$ cat src/rtl/bcd_time_counter.sv
// BCD time-of-day counter (HH:MM:SS.mmm, 24 h) advanced by a prescaled 1 ms tick.
// A load strobe copies a validated time into the counter and restarts the prescaler.
module bcd_time_counter #(
    parameter int CLK_HZ  = 100_000_000,
    parameter int TICK_HZ = 1000
) (
    input  logic        clk,
    input  logic        reset,
    input  logic        run,
    input  logic        load,
    input  logic [7:0]  hours_i,
    input  logic [7:0]  minutes_i,
    input  logic [7:0]  seconds_i,
    input  logic [11:0] milli_i,
    output logic [7:0]  hours_o,
    output logic [7:0]  minutes_o,
    output logic [7:0]  seconds_o,
    output logic [11:0] milli_o,
    output logic        ms_tick,
    output logic        sec_tick,
    output logic        day_wrap
);

    localparam int DIV = CLK_HZ / TICK_HZ;
    localparam int PW  = (DIV > 1) ? $clog2(DIV) : 1;
    localparam logic [PW-1:0] PRESC_TC = PW'(DIV - 1);

    logic [PW-1:0] presc;
    logic          advance;

    logic [11:0] milli_n;
    logic [7:0]  seconds_n;
    logic [7:0]  minutes_n;
    logic [7:0]  hours_n;
    logic        milli_wrap;
    logic        sec_wrap;
    logic        min_wrap;
    logic        hour_wrap;

    function automatic logic [3:0] digit_inc(input logic [3:0] d);
        return (d == 4'd9) ? 4'd0 : d + 4'd1;
    endfunction

    function automatic logic [11:0] milli_inc(input logic [11:0] x);
        logic [3:0] d0, d1, d2;
        d0 = digit_inc(x[3:0]);
        d1 = (x[3:0] == 4'd9) ? digit_inc(x[7:4]) : x[7:4];
        d2 = (x[7:0] == 8'h99) ? digit_inc(x[11:8]) : x[11:8];
        return {d2, d1, d0};
    endfunction

    function automatic logic [7:0] sixty_inc(input logic [7:0] x);
        if (x[3:0] != 4'd9) begin
            return {x[7:4], x[3:0] + 4'd1};
        end
        return (x[7:4] == 4'd5) ? 8'h00 : {x[7:4] + 4'd1, 4'd0};
    endfunction

    function automatic logic [7:0] hours_inc(input logic [7:0] x);
        if (x == 8'h23) begin
            return 8'h00;
        end
        return (x[3:0] == 4'd9) ? {x[7:4] + 4'd1, 4'd0} : {x[7:4], x[3:0] + 4'd1};
    endfunction

    function automatic logic valid_pair(input logic [7:0] x, input logic [7:0] max_val);
        return (x[3:0] <= 4'd9) && (x[7:4] <= 4'd9) && (x <= max_val);
    endfunction

    function automatic logic valid_milli(input logic [11:0] x);
        return (x[3:0] <= 4'd9) && (x[7:4] <= 4'd9) && (x[11:8] <= 4'd9);
    endfunction

    assign advance = run && !load && (presc == PRESC_TC);

    // Carry ripples through every field within the single advance edge.
    always_comb begin
        milli_wrap = (milli_o == 12'h999);
        sec_wrap   = milli_wrap && (seconds_o == 8'h59);
        min_wrap   = sec_wrap && (minutes_o == 8'h59);
        hour_wrap  = min_wrap && (hours_o == 8'h23);
        milli_n    = milli_inc(milli_o);
        seconds_n  = milli_wrap ? sixty_inc(seconds_o) : seconds_o;
        minutes_n  = sec_wrap ? sixty_inc(minutes_o) : minutes_o;
        hours_n    = min_wrap ? hours_inc(hours_o) : hours_o;
    end

    always_ff @(posedge clk) begin
        if (reset) begin
            presc <= '0;
        end else if (load) begin
            presc <= '0;
        end else if (run) begin
            presc <= (presc == PRESC_TC) ? '0 : presc + PW'(1);
        end
    end

    always_ff @(posedge clk) begin
        if (reset) begin
            hours_o   <= 8'h00;
            minutes_o <= 8'h00;
            seconds_o <= 8'h00;
            milli_o   <= 12'h000;
        end else if (load) begin
            hours_o   <= valid_pair(hours_i, 8'h23)   ? hours_i   : 8'h00;
            minutes_o <= valid_pair(minutes_i, 8'h59) ? minutes_i : 8'h00;
            seconds_o <= valid_pair(seconds_i, 8'h59) ? seconds_i : 8'h00;
            milli_o   <= valid_milli(milli_i)         ? milli_i   : 12'h000;
        end else if (advance) begin
            hours_o   <= hours_n;
            minutes_o <= minutes_n;
            seconds_o <= seconds_n;
            milli_o   <= milli_n;
        end
    end

    always_ff @(posedge clk) begin
        if (reset) begin
            ms_tick  <= 1'b0;
            sec_tick <= 1'b0;
            day_wrap <= 1'b0;
        end else begin
            ms_tick  <= advance;
            sec_tick <= advance && milli_wrap;
            day_wrap <= advance && hour_wrap;
        end
    end

endmodule

$ cat config.mk
export PLATFORM = sky130hd
export DESIGN_NAME = bcd_time_counter
export DESIGN_NICKNAME = d
export VERILOG_FILES = /design/src/rtl/bcd_time_counter.sv
export SDC_FILE = /design/constraint.sdc
export NUM_CORES = 1
export LEC_CHECK = 0
export CAP_MARGIN = 30
export CORE_ASPECT_RATIO = 0.6
export CORE_MARGIN = 1
export CORE_UTILIZATION = 35
export DETAILED_ROUTE_END_ITERATION = 6
export GPL_TIMING_DRIVEN = 1
export PLACE_DENSITY = 0.61
export SYNTH_ARGS = -nofsm -noshare
export SYNTH_HDL_FRONTEND = slang
export SYNTH_SLANG_ARGS = --single-unit
$ cat constraint.sdc
create_clock -name clk -period 2.6 [get_ports clk]
set_clock_uncertainty 0.1 [all_clocks]
set_input_delay 0.52 -clock clk [delete_from_list [all_inputs] [get_ports clk]]
set_output_delay 0.52 -clock clk [all_outputs]
set_load 0.01 [all_outputs]
Yosys cells after proc, flatten, opt, wreduce, memory -nomap -nowiden
Cells that the tools add are included.

word-level totals
  flip-flop bits (word level) = 56
  bits in latches = 0
  memory bits (writable) = 0
  memory bits (read-only) = 0
  input bits = 40
  output and inout port bits = 39
  logic and storage cells = 116
  memories kept = 0

operators by class
  add/sub/neg operators = 10
  multiply operators = 0
  divide/modulo/power cells = 0
  order comparisons = 12
  eq/ne operators = 16
  shifts and indexed selects = 0
  multiplexer cells = 33
  bitwise operators = 0
  reductions and logical operators = 32

operators with widths
  kind                                                                    number
  8-bit 2-to-1 mux                                                        19
  4-bit by 1-bit adder with 4-bit output (second input constant)          9
  4-bit <= comparator (second input constant)                             9
  12-bit 2-to-1 mux                                                       3
  4-bit 2-to-1 mux                                                        7
  17-bit by 1-bit adder with 17-bit output (second input constant)        1
  17-bit == test (second input constant)                                  1
  17-bit 2-to-1 mux                                                       1
  4-bit == test (second input constant)                                   4
  8-bit by 7-bit == test with 1-bit output (second input constant)        2
  8-bit by 7-bit <= comparator with 1-bit output (second input constant)  2
  1-bit logical AND                                                       15
  12-bit == test (second input constant)                                  1
  2-bit nonzero test                                                      6
  2-bit AND reduction                                                     5
  3-bit AND reduction                                                     3
  4-bit by 3-bit == test with 1-bit output (second input constant)        2
  8-bit by 6-bit == test with 1-bit output (second input constant)        1
  8-bit == test (second input constant)                                   1
  8-bit by 6-bit <= comparator with 1-bit output (second input constant)  1
  4-bit inequality test (second input constant)                           2
  3-bit inequality test (second input constant)                           2
  1-bit 2-to-1 mux                                                        3
  3-bit nonzero test                                                      1
  2 further kinds                                                         2

Longest topological paths before layout
Gate-level depths: netlist of the first run.

  depth in word-level cells = 6
  depth in mapped cells = 7
  depth with buffers taken out = 7

Worst setup path before layout of the first run
No wires, ideal clock.

  path kind = register to register
  from = reg presc[3]
  to = reg minutes_o[7]
  setup time = 70 ps
  arrival = 2497 ps
  required time = 2430 ps
  setup slack = -67 ps
  stages on the path, launching flop included = 8
  path buffers = 2
  clock period less this slack = 2667 ps
  cell sequence = dfxtp_1 -> buf_4 -> or4bb_1 -> or4_4 -> buf_6 -> or3_4 -> or4_1 -> a21oi_1

between the ends
  word-level cells in the longest chain between the ends = 4

RTL lines
  element                               RTL line  RTL
  start: declaration                    28        logic [PW-1:0] presc;
  start signal: assignment              94        presc <= (presc == PRESC_TC) ? '0 : presc + PW'(1);
  17-bit == test                        74        assign advance = run && !load && (presc == PRESC_TC);
  1-bit logical AND                     74
  2-bit nonzero test (no source line)   -
  3-bit AND reduction (no source line)  -
  end signal: assignment                106       minutes_o <= valid_pair(minutes_i, 8'h59) ? minutes_i : 8'h00;
  end signal: assignment                111       minutes_o <= minutes_n;
  end: declaration                      16        output logic [7:0] minutes_o,

No other way between the ends.
A chain may end at the register's enable or synchronous reset.

Worst setup path in the final report of the first run
  from = reg presc[12]
  to = reg minutes_o[7]

The elaborated chain is that of the path after synthesis.

==> results of run 1 <==
-- Yosys cell counts, types with 5 or more instances --
cell type  count
and3_1         6
a21oi_1       30
a211oi_1       5
dfxtp_1       56
nor4_1         8
nor3_1        13
clkbuf_1      21
inv_1         25
xnor2_1       10
nand3_1       21
o21ai_0       18
nor2_1        47
a221oi_1       7
a31oi_1        5
nor4bb_1       5
xor2_1         9
nand2_1       31
nand4_1       15
ha_1           9
a22oi_1        5
and4_1         5
nor2b_1        6
-- cell usage in the layout, fill, tap and decap left out, types with 5 or more instances in the layout --
master / netlist / final
a211oi_1: 5 / 5
a21oi_1: 30 / 29
a221oi_1: 7 / 7
a22oi_1: 5 / 5
a31oi_1: 5 / 5
and3_1: 6 / 6
and4_1: 5 / 5
buf_4: 1 / 40
clkbuf_16: 0 / 5
clkdlybuf4s50_1: 0 / 78
dfxtp_1: 56 / 53
ha_1: 9 / 9
inv_1: 25 / 25
nand2_1: 31 / 31
nand3_1: 21 / 21
nand4_1: 15 / 15
nor2_1: 47 / 47
nor2b_1: 6 / 6
nor3_1: 13 / 13
nor4_1: 8 / 5
nor4bb_1: 5 / 5
o21ai_0: 18 / 18
xnor2_1: 10 / 10
xor2_1: 9 / 9
-- layout make-up --
cell class / instances / area, µm² / area share
Multi-Input combinational cell: 333 / 2162 / 0.4493
Sequential cell: 56 / 1125 / 0.2337
Timing Repair Buffer: 119 / 1101 / 0.2288
Tap cell: 130 / 162.7 / 0.03380
Clock buffer: 6 / 128.9 / 0.02678
Inverter: 26 / 97.59 / 0.02028
Clock inverter: 2 / 35.03 / 0.007280
-- worst reg2reg max path, stage by stage (launching register included) --
cell and delay, ns:
dfxtp_2 0.33, or4_4 0.54, or4_4 0.54, or3_4 0.39, or4_4 0.42, a21oi_2 0.14
-- path summary, 6_finish.rpt --
check             start            to  slack [ns]  cells after the start
min reg2reg  hours_o[7]    hours_o[7]        0.42                      2
min          hours_o[7]    hours_o[7]        0.42                      2
max reg2reg   presc[12]  minutes_o[7]        0.08                      5
max           presc[12]  minutes_o[7]        0.08                      5
-- flip-flops by register name, indices dropped and copies added (netlist names) --
name and cells:
minutes_o 8, milli_o 12, day_wrap 1, hours_o 8, sec_tick 1, ms_tick 1
presc 17, seconds_o 8
-- per-stage QoR --
step | utilization | cell area [µm²] | cells
global placement | 0.4927 | 4611 | 663
finish | 0.5142 | 4812 | 672
global route | 0.5142 | 4812 | 672
floorplan | - | 3453 | 440
CTS | 0.5102 | 4775 | 671
detailed placement | 0.4927 | 4611 | 663
-- metal layers --
metal	track usage	part of all wire	wire [µm]	vias to the layer above
li1	-	-	-	1855
met1	0.3526	0.54	5877	1741
met2	0.2931	0.38	4151	134
met3	0.04380	0.076	832	7
met4	0.03837	0.0063	69	0
met5	0	0	0	-
-- kinds of logic after synthesis --
group	Yosys count	synth area share
XOR/XNOR	19	0.04821
multiplexers	1	0.002900
buffers and inverters	51	0.05872
flip-flops	56	0.3248
AND/OR/NAND/NOR	192	0.3103
AO/OA/AOI/OAI	112	0.2226
adder cells (fa/ha/maj)	9	0.03262
-- timing repair --
| item | in CTS | in global routing |
|---|---|---|
| gates resized for setup | 0 | 8 |
| setup endpoints to repair | 0 | 10 |
| buffers inserted | 0 | 1 |
-- power groups by stage --
stage               Sequential [mW]  Clock, mW  Combinational [mW]
finish                        0.901      0.767               0.266
global route                  0.904      0.819               0.289
CTS                           0.900      0.780               0.265
detailed placement            0.920          0               0.264
global placement              0.920          0               0.260
floorplan                     0.921          0               0.110
==> reports/metrics.cfg, run 1 <==
[job]
cap_violations = 0

[sta]
hold_viol = 0
whs_ns = 0.4214
max_slew_margin = 0.6161
fin_crit_sh = 0.9678
max_freq_mhz = 397.4
slew_viol_final = 0
setup_tns_ns = 0
setup_viol = 0
setup_ws_ns = 0.08373
post-route-min-period_ns = 2.516
tightest_slew_ns = 0.5759

[die]
num_rows = 27
num_io_pins = 79
die_w_um = 130.2
core_area_um2 = 9358
dieArea_um2 = 10280
dieHeight_um = 78.93
start_util = 0.3689

[worst_hold_path]
hold_path.class = reg -> reg

[detailed_routing]
drt_iter0_drc = 280
vias_per_cell = 5.561
ant_nets = 0
drc = 0
routedWlPerCell_um = 16.27
totalWireLength_mm = 10.93
firstDrtPassIters = 4
num_vias = 3737

[synth]
ys_ff_latch = 56
netlist.area_leader.share = 0.3248
synth_edf_count = 0
yosys.area.top_type = dfxtp_1
synthArstFlopShare = 0
yosysSeqAreaShare = 0.3248
synth_area_um2 = 3452
synth_cell_type_count = 66
syn_nets = 489
synth_area_per_cell_um2 = 7.846
synth-main-ff-cell = dfxtp_1
synth_cells = 440
synth.area.top_cells = dfxtp_1 (32%), nor2_1 (5.1%), a21oi_1 (4.3%)
yosys_warnings = 0

[critical_path]
cp_data_required_time_ns = 2.74
endpoint_kind = flip-flop
cp_slowest_cell = or4_4
path_delay_family = simple AND/OR/NAND/NOR gates
worstPathArrival_ns = 2.65
crit_path_start_kind = flip-flop
max_stage_delay_ns = 0.54
crit_top_cell = or4_4
crit_fanout = 5
path_class = reg -> reg
path_cells = or4_4, or4_4, or3_4, or4_4, a21oi_2
crit_buf_inv = 0

[cts]
max-clock-path-buffers = 2
clkTransAtPathRegs_ns = 0.07
ctsRootBufferMaster = clkbuf_16
clock_sinks = 56
h-tree-depth = 2
cts_tree = done
clk_latency_ns = 0.30
hold_buffers = 0
cts_buffers = 5

[power]
power_density_nw_per_um2 = 401.8
p_clk_frac = 0.397
ir_drop_v = 0.0002296
p_seq_frac = 0.466
finalPower_mw = 1.933
swShare = 0.2395
leakagePower_nw = 1.668
p_sw_mw = 0.4630
share_comb_of_total_power = 0.137
p_int_mw = 1.470

[finish]
syn_to_final_growth_pct = 39.40
drive_gt1_frac = 0.1255
num_antenna_cells = 0
n_fill_cell = 898
finalNetCount = 590

[global_route]
overflow = 0
grt_use_total = 0.2199
grt_pass1_vias = 3376
grt_max_degree = 35
antenna_found_initial = 0
grt_first_pass_wirelength_mm = 17.51

[placement]
pre_cts_slack_ns = -0.06371
io_buffers = 78
dp.final_hpwl_mm = 8.409
gp_congestion = 0.9196

[run_status]
status = finished clean

Power figures use the tool's default switching activity.
==> inputs of run 2 (changes only) <==
--- a/config.mk
+++ b/config.mk
@@ -10,7 +10,9 @@
 export CORE_MARGIN = 1
 export CORE_UTILIZATION = 35
 export DETAILED_ROUTE_END_ITERATION = 6
+export GPL_ROUTABILITY_DRIVEN = 0
 export GPL_TIMING_DRIVEN = 1
+export HOLD_SLACK_MARGIN = 0.03
 export PLACE_DENSITY = 0.61
 export SYNTH_ARGS = -nofsm -noshare
 export SYNTH_HDL_FRONTEND = slang
==> constraint.sdc (replaced) <==
create_clock -name clk -period 2.1 [get_ports clk]
set_clock_uncertainty 0.1 [all_clocks]
set_input_delay 0.42 -clock clk [delete_from_list [all_inputs] [get_ports clk]]
set_output_delay 0.42 -clock clk [all_outputs]
set_load 0.01 [all_outputs]
==> run 2 against run 1 <==
  * The flow now finishes with violations (negative setup slack)
  * Critical path depth unchanged
  * Die area unchanged
  * Sequential power grew 22%
  * Utilization increased by 10 points
  * Highest routed layer unchanged
  * Design area up 20%
  * First-iteration DRC count grew 2.1%
  * Sequential share of layout area decreased by 3.8 points
  * Maximum frequency is 3.2% higher
  * Largest cell class unchanged
  * Wire length increased by 17%
  * Total power up 25%
  * Combinational power up 66%
  * Global-route usage up 3.2 points
==> reports/metrics.cfg, run 2 (synthesis results as in run 1) <==
[cts]
clock_sinks = 56  ; unchanged
ctsRootBufferMaster = clkbuf_16  ; unchanged
cts_buffers = 5  ; unchanged
clkTransAtPathRegs_ns = 0.07  ; about the same
hold_buffers = 0  ; unchanged
clk_latency_ns = 0.30  ; about the same
max-clock-path-buffers = 2  ; unchanged
h-tree-depth = 2  ; unchanged
cts_tree = done  ; unchanged

[finish]
syn_to_final_growth_pct = 67.05  ; was 39.40%
num_antenna_cells = 0  ; unchanged
drive_gt1_frac = 0.3056  ; was 0.1255
n_fill_cell = 778  ; was 898
largest_reg_flops = 17  ; unchanged
finalNonFillerCells = 755  ; was 672
final_cell_mix = buf_4 (110), clkdlybuf4s50_1 (78), dfxtp_1 (52)  ; was clkdlybuf4s50_1 (78), dfxtp_1 (53), nor2_1 (47)
final_common_cell = buf_4  ; was clkdlybuf4s50_1
top_register = presc  ; unchanged
finalNetCount = 673  ; was 590
stdcell_area_um2 = 5767  ; was 4812 µm²
reg_top3 = presc (17), milli_o (12)  ; unchanged

[sta]
fin_crit_sh = 1.161  ; was 0.9678
max_slew_margin = 0.5792  ; was 0.6161
whs_ns = 0.4156  ; was 0.4214 ns
setup_viol = 50  ; was 0
grt_setup_unrepaired = true
max_freq_mhz = 410.2  ; was 397.4 MHz
hold_viol = 0  ; unchanged
tightest_slew_ns = 0.6153  ; was 0.5759 ns
post-route-min-period_ns = 2.438  ; was 2.516 ns
setup_ws_ns = -0.3377  ; was 0.08373 ns
slew_viol_final = 0  ; unchanged

[placement]
pre_cts_slack_ns = -0.3639  ; was -0.06371 ns
placed_cells = 734  ; was 663
dp.final_hpwl_mm = 9.280  ; was 8.409 mm
io_buffers = 78  ; unchanged
dpl_cell_area_um2 = 5191  ; was 4611 µm²

[detailed_routing]
totalWireLength_mm = 12.83  ; was 10.93 mm
drc = 0  ; unchanged
ant_nets = 0  ; unchanged
firstDrtPassIters = 5  ; was 4
routedWlPerCell_um = 16.99  ; was 16.27 µm
vias_per_cell = 5.653  ; was 5.561
drt_iter0_drc = 286  ; was 280
num_vias = 4268  ; was 3737

[critical_path]
crit_path_start_kind = flip-flop  ; unchanged
cp_slowest_cell = or4_4  ; unchanged
path_cells = or4bb_1, or4_4, or3_4, or4_1, a21oi_1  ; was or4_4, or4_4, or3_4, or4_4, a21oi_2
path_class = reg -> reg  ; unchanged
cp_data_required_time_ns = 2.24  ; was 2.74 ns
crit_fanout = 4  ; was 5
path_delay_family = simple AND/OR/NAND/NOR gates  ; unchanged
crit_buf_inv = 0  ; unchanged
worstPathArrival_ns = 2.57  ; was 2.65 ns
endpoint_kind = flip-flop  ; unchanged
max_stage_delay_ns = 0.53  ; was 0.54 ns

[run_status]
status = finished with violations  ; was finished clean
violations = negative setup slack

[global_route]
grt_first_pass_wirelength_mm = 20.40  ; was 17.51 mm
overflow = 0  ; unchanged
grt_max_degree = 19  ; was 35
grt_use_total = 0.2519  ; was 0.2199
antenna_found_initial = 0  ; unchanged
grt_pass1_vias = 4066  ; was 3376

[die]
dieArea_um2 = 10280  ; unchanged
die_w_um = 130.2  ; unchanged
core_area_um2 = 9358  ; unchanged
num_rows = 27  ; unchanged
dieHeight_um = 78.93  ; unchanged
start_util = 0.3689  ; unchanged
num_io_pins = 79  ; unchanged

[power]
power_density_nw_per_um2 = 418.1  ; was 401.8 nW/µm²
leakagePower_nw = 2.195  ; was 1.668 nW
ir_drop_v = 0.0002878  ; was 0.0002296 V

[worst_hold_path]
hold_path.class = reg -> reg  ; unchanged

[job]
cap_violations = 0  ; unchanged

-- run 2: changes by cell type in the layout (fill, tap and decap cells not counted), sizes merged --
cell,delta
buf,+83
bufinv,-1
clkinv,+1
-- run 2: power breakdown --
| group | switching (mW) | total (mW) | internal [mW] |
|---|---|---|---|
| Clock | 0.401 | 0.874 | 0.472 |
| Sequential | 0.0139 | 1.10 | 1.08 |
| Combinational | 0.206 | 0.442 | 0.235 |
-- run 2: tightest hold or removal path, delay by kind of cell, from the launching register on --
family / cells / cell delay, ns
flip-flops: 1 / 0.34
AND/OR/NAND/NOR: 1 / 0.06
AO/OA/AOI/OAI: 1 / 0.06
-- run 2: worst paths after layout --
check                           cells after the start  slack, ns           end          from
worst min register to register                      2       0.42  minutes_o[6]  minutes_o[6]
worst max register to register                      5      -0.34  minutes_o[7]     presc[14]
worst min-delay path                                2       0.42  minutes_o[6]  minutes_o[6]
worst max-delay path                                5      -0.34  minutes_o[7]     presc[14]
-- run 2: repair_timing --
| item | CTS | global route |
|---|---|---|
| resized for setup | 45 | 27 |
| gates cloned | 1 | 0 |
| pin swaps | 33 | 18 |
| setup buffers | 9 | 6 |
| setup endpoints to repair | 51 | 55 |
-- run 2: area by class of cell --
| cell class | instances | area, µm² | share of cell area |
|---|---|---|---|
| sequential | 56 | 1126 | 0.1953 |
| inverter | 26 | 97.59 | 0.01692 |
| timing repair buffer | 202 | 1785 | 0.3096 |
| multi-input combinational | 333 | 2446 | 0.4242 |
| clock inverter | 2 | 10.01 | 0.001736 |
| clock buffer | 6 | 138.9 | 0.02408 |
| tap | 130 | 162.7 | 0.02821 |
-- run 2: per-layer routing --
layer / track usage / vias to the layer above / part of all wire
met5: 0 / - / 0
met4: 0.06512 / 0 / 0.013
met3: 0.04852 / 17 / 0.077
met2: 0.3739 / 182 / 0.42
met1: 0.3676 / 2047 / 0.49
li1: - / 2022 / -
-- run 2: metrics by stage --
stage / utilization / total power [mW] / TNS (ns)
after global placement: 0.5548 / 1.515 / -6.175
final: 0.6163 / 2.411 / -6.527
after floorplan: - / 1.277 / -5.421
after global routing: 0.6163 / 2.492 / -10.07
after CTS: 0.6007 / 2.404 / -6.212
after detailed placement: 0.5548 / 1.520 / -7.755
==> inputs of run 3 (changes only) <==
--- a/config.mk
+++ b/config.mk
@@ -14,6 +14,8 @@
 export GPL_TIMING_DRIVEN = 1
 export HOLD_SLACK_MARGIN = 0.03
 export PLACE_DENSITY = 0.61
+export SETUP_SLACK_MARGIN = 0.4
 export SYNTH_ARGS = -nofsm -noshare
 export SYNTH_HDL_FRONTEND = slang
 export SYNTH_SLANG_ARGS = --single-unit
+export TNS_END_PERCENT = 5
==> run 3 against run 2 <==
  * The flow still finishes with violations (negative setup slack)
  * Critical path type unchanged
  * Largest cell class unchanged
  * Utilization shrank 2.4 points
  * Sequential share of layout area up 0.73 points
  * Sequential cell count is the same
  * Cell count decreased by 1.5%
  * Design area down 3.8%
  * Total power rose by 4.8%
  * Count of clock-buffer cells in the layout up 1
  * Maximum frequency is 0.22% higher
  * Worst hold slack gained 0.017 ns
  * Via count decreased by 4.4%
==> reports/metrics.cfg, run 3 (synthesis results as in run 1) <==
[run_status]
status = finished with violations  ; unchanged
violations = negative setup slack  ; unchanged

[critical_path]
path_cells = or4_4, or4_4, or3_4, or4_1, a21oi_1  ; was or4bb_1, or4_4, or3_4, or4_1, a21oi_1
crit_top_cell = or4_4
r2r_setup_slack_ns = -0.33  ; was -0.34 ns
cp_data_required_time_ns = 2.23  ; was 2.24 ns
reg2regPathDepth = 5  ; unchanged
crit_path_start_kind = flip-flop  ; unchanged
crit_fanout = 4  ; unchanged
worstPathArrival_ns = 2.56  ; was 2.57 ns
worst_r2r_endpoint = minutes_o[7]  ; unchanged
rr_startpoint = presc[8]  ; was presc[14]
path_class = reg -> reg  ; unchanged
cp_slowest_cell = or4_4  ; unchanged
endpoint_kind = flip-flop  ; unchanged
max_stage_delay_ns = 0.58  ; was 0.53 ns

[worst_hold_path]
hold_path.class = reg -> reg  ; unchanged
hold_depth = 2  ; unchanged
holdPathEnd = presc[1]  ; was minutes_o[6]
hp-start = presc[1]  ; was minutes_o[6]

[cts]
h-tree-depth = 2  ; unchanged
ctsRootBufferMaster = clkbuf_16  ; unchanged
clk_latency_ns = 0.29  ; was 0.30 ns
clkTransAtPathRegs_ns = 0.07  ; about the same
clock_sinks = 56  ; unchanged
cts_tree = done  ; unchanged
cts_buffers = 5  ; unchanged
max-clock-path-buffers = 2  ; unchanged

[finish]
final_cell_mix = buf_4 (107), dfxtp_1 (54), nor2_1 (46)  ; was buf_4 (110), clkdlybuf4s50_1 (78), dfxtp_1 (52)
drive_gt1_frac = 0.2687  ; was 0.3056
largest_reg_flops = 17  ; unchanged
reg_top3 = presc (17), milli_o (12)  ; unchanged
top_register = presc  ; unchanged
final_common_cell = buf_4  ; unchanged
n_fill_cell = 854  ; was 778
num_antenna_cells = 0  ; unchanged
syn_to_final_growth_pct = 60.67  ; was 67.05%
finalNonFillerCells = 744  ; was 755
finalNetCount = 662  ; was 673

[placement]
dp.final_hpwl_mm = 9.189  ; was 9.280 mm
pre_cts_slack_ns = -0.3359  ; was -0.3639 ns
placed_cells = 735  ; was 734
io_buffers = 78  ; unchanged

[sta]
hold_viol = 0  ; unchanged
max_slew_margin = 0.6449  ; was 0.5792
setup_viol = 32  ; was 50
slew_viol_final = 0  ; unchanged
setup_ws_ns = -0.3324  ; was -0.3377 ns
fin_crit_sh = 1.158  ; was 1.161
post-route-min-period_ns = 2.432  ; was 2.438 ns
whs_ns = 0.4322  ; was 0.4156 ns
max_freq_mhz = 411.1  ; was 410.2 MHz
grt_setup_unrepaired = true  ; unchanged
tightest_slew_ns = 0.5326  ; was 0.6153 ns

[power]
power_density_nw_per_um2 = 455.6  ; was 418.1 nW/µm²
ir_drop_v = 0.0003549  ; was 0.0002878 V
leakagePower_nw = 2.252  ; was 2.195 nW

[detailed_routing]
vias_per_cell = 5.484  ; was 5.653
num_vias = 4080  ; was 4268
ant_nets = 0  ; unchanged
firstDrtPassIters = 5  ; unchanged
routedWlPerCell_um = 16.09  ; was 16.99 µm
totalWireLength_mm = 11.97  ; was 12.83 mm
drt_iter0_drc = 343  ; was 286
drc = 0  ; unchanged

[global_route]
grt-busiest-layer = met1  ; was met2
grt_util_met1 = 0.3771  ; was 0.3676
grt_use_met2 = 0.3277  ; was 0.3739
grt_first_pass_wirelength_mm = 19.39  ; was 20.40 mm
overflow = 0  ; unchanged
grt_pass1_vias = 3791  ; was 4066
grt_max_degree = 17  ; was 19
met3_usage = 0.04852  ; unchanged
antenna_found_initial = 0  ; unchanged
grt_use_total = 0.2399  ; was 0.2519

[die]
dieHeight_um = 78.93  ; unchanged
start_util = 0.3689  ; unchanged
dieArea_um2 = 10280  ; unchanged
num_rows = 27  ; unchanged
core_area_um2 = 9358  ; unchanged
die_w_um = 130.2  ; unchanged
num_io_pins = 79  ; unchanged

[job]
cap_violations = 0  ; unchanged

run 3: changes by cell type in the layout (fill, tap and decap cells not counted), sizes merged:
cell	change
clkdlybuf4s50	-33
dlygate4sd2	+32
buf	-11
clkinv	-2
bufinv	+1
clkbuf	+1
dlymetal6s2s	+1
run 3: metal layers:
metal / part of all wire / up-vias
li1: - / 1991
met1: 0.52 / 1889
met2: 0.39 / 189
met3: 0.079 / 11
met4: 0.0081 / 0
met5: 0 / -
run 3: power by group:
group          total (mW)  internal [mW]  switching [mW]
logic               0.413          0.217           0.197
registers            1.10           1.08          0.0130
clock network        1.02          0.629           0.390
run 3: metrics by stage:
stage / utilization / instance area [µm²] / power, mW / TNS (ns)
2_1_floorplan: - / 3458 / 1.276 / -7.161
3_3_place_gp: 0.5523 / 5169 / 1.514 / -7.435
3_5_place_dp: 0.5523 / 5169 / 1.520 / -8.186
4_1_cts: 0.5794 / 5421 / 2.530 / -5.743
5_1_grt: 0.5927 / 5547 / 2.631 / -8.482
6_report: 0.5927 / 5547 / 2.527 / -4.371
run 3: what timing repair did:
action / CTS / global route
gates resized for setup: 55 / 24
pin swaps: 12 / 13
hold buffers: 0 / 0
endpoints found under the setup margin: 91 / 60
buffers inserted: 1 / 0
cloned: 0 / 0
run 3: worst max path at each step:
stage	from	endpoint	slack, ns	depth (start not counted)
after detailed placement	presc[11]	hours_o[4]	-0.34	4
after floorplan	presc[4]	minutes_o[7]	-0.41	6
after global placement	presc[8]	hours_o[0]	-0.33	6
after global routing	presc[14]	minutes_o[7]	-0.40	5
after CTS	presc[14]	minutes_o[7]	-0.33	5
final	presc[8]	minutes_o[7]	-0.33	5
run 3: final cells by class:
type,instances,area [µm²],area share
repair buffers,191,1632,0.2942
clock inverters,1,30.03,0.005414
inverters,26,97.59,0.01760
multi-input cells,333,2349,0.4234
well taps,130,162.7,0.02933
clock buffers,7,152.6,0.02752
flip-flops and latches,56,1124,0.2026
run 3: critical path, delay by kind of cell, from the launching register on:
kind | cells | cell delay, ns
flip-flops | 1 | 0.32
AND/OR/NAND/NOR | 4 | 1.84
AO/OA/AOI/OAI | 1 | 0.12
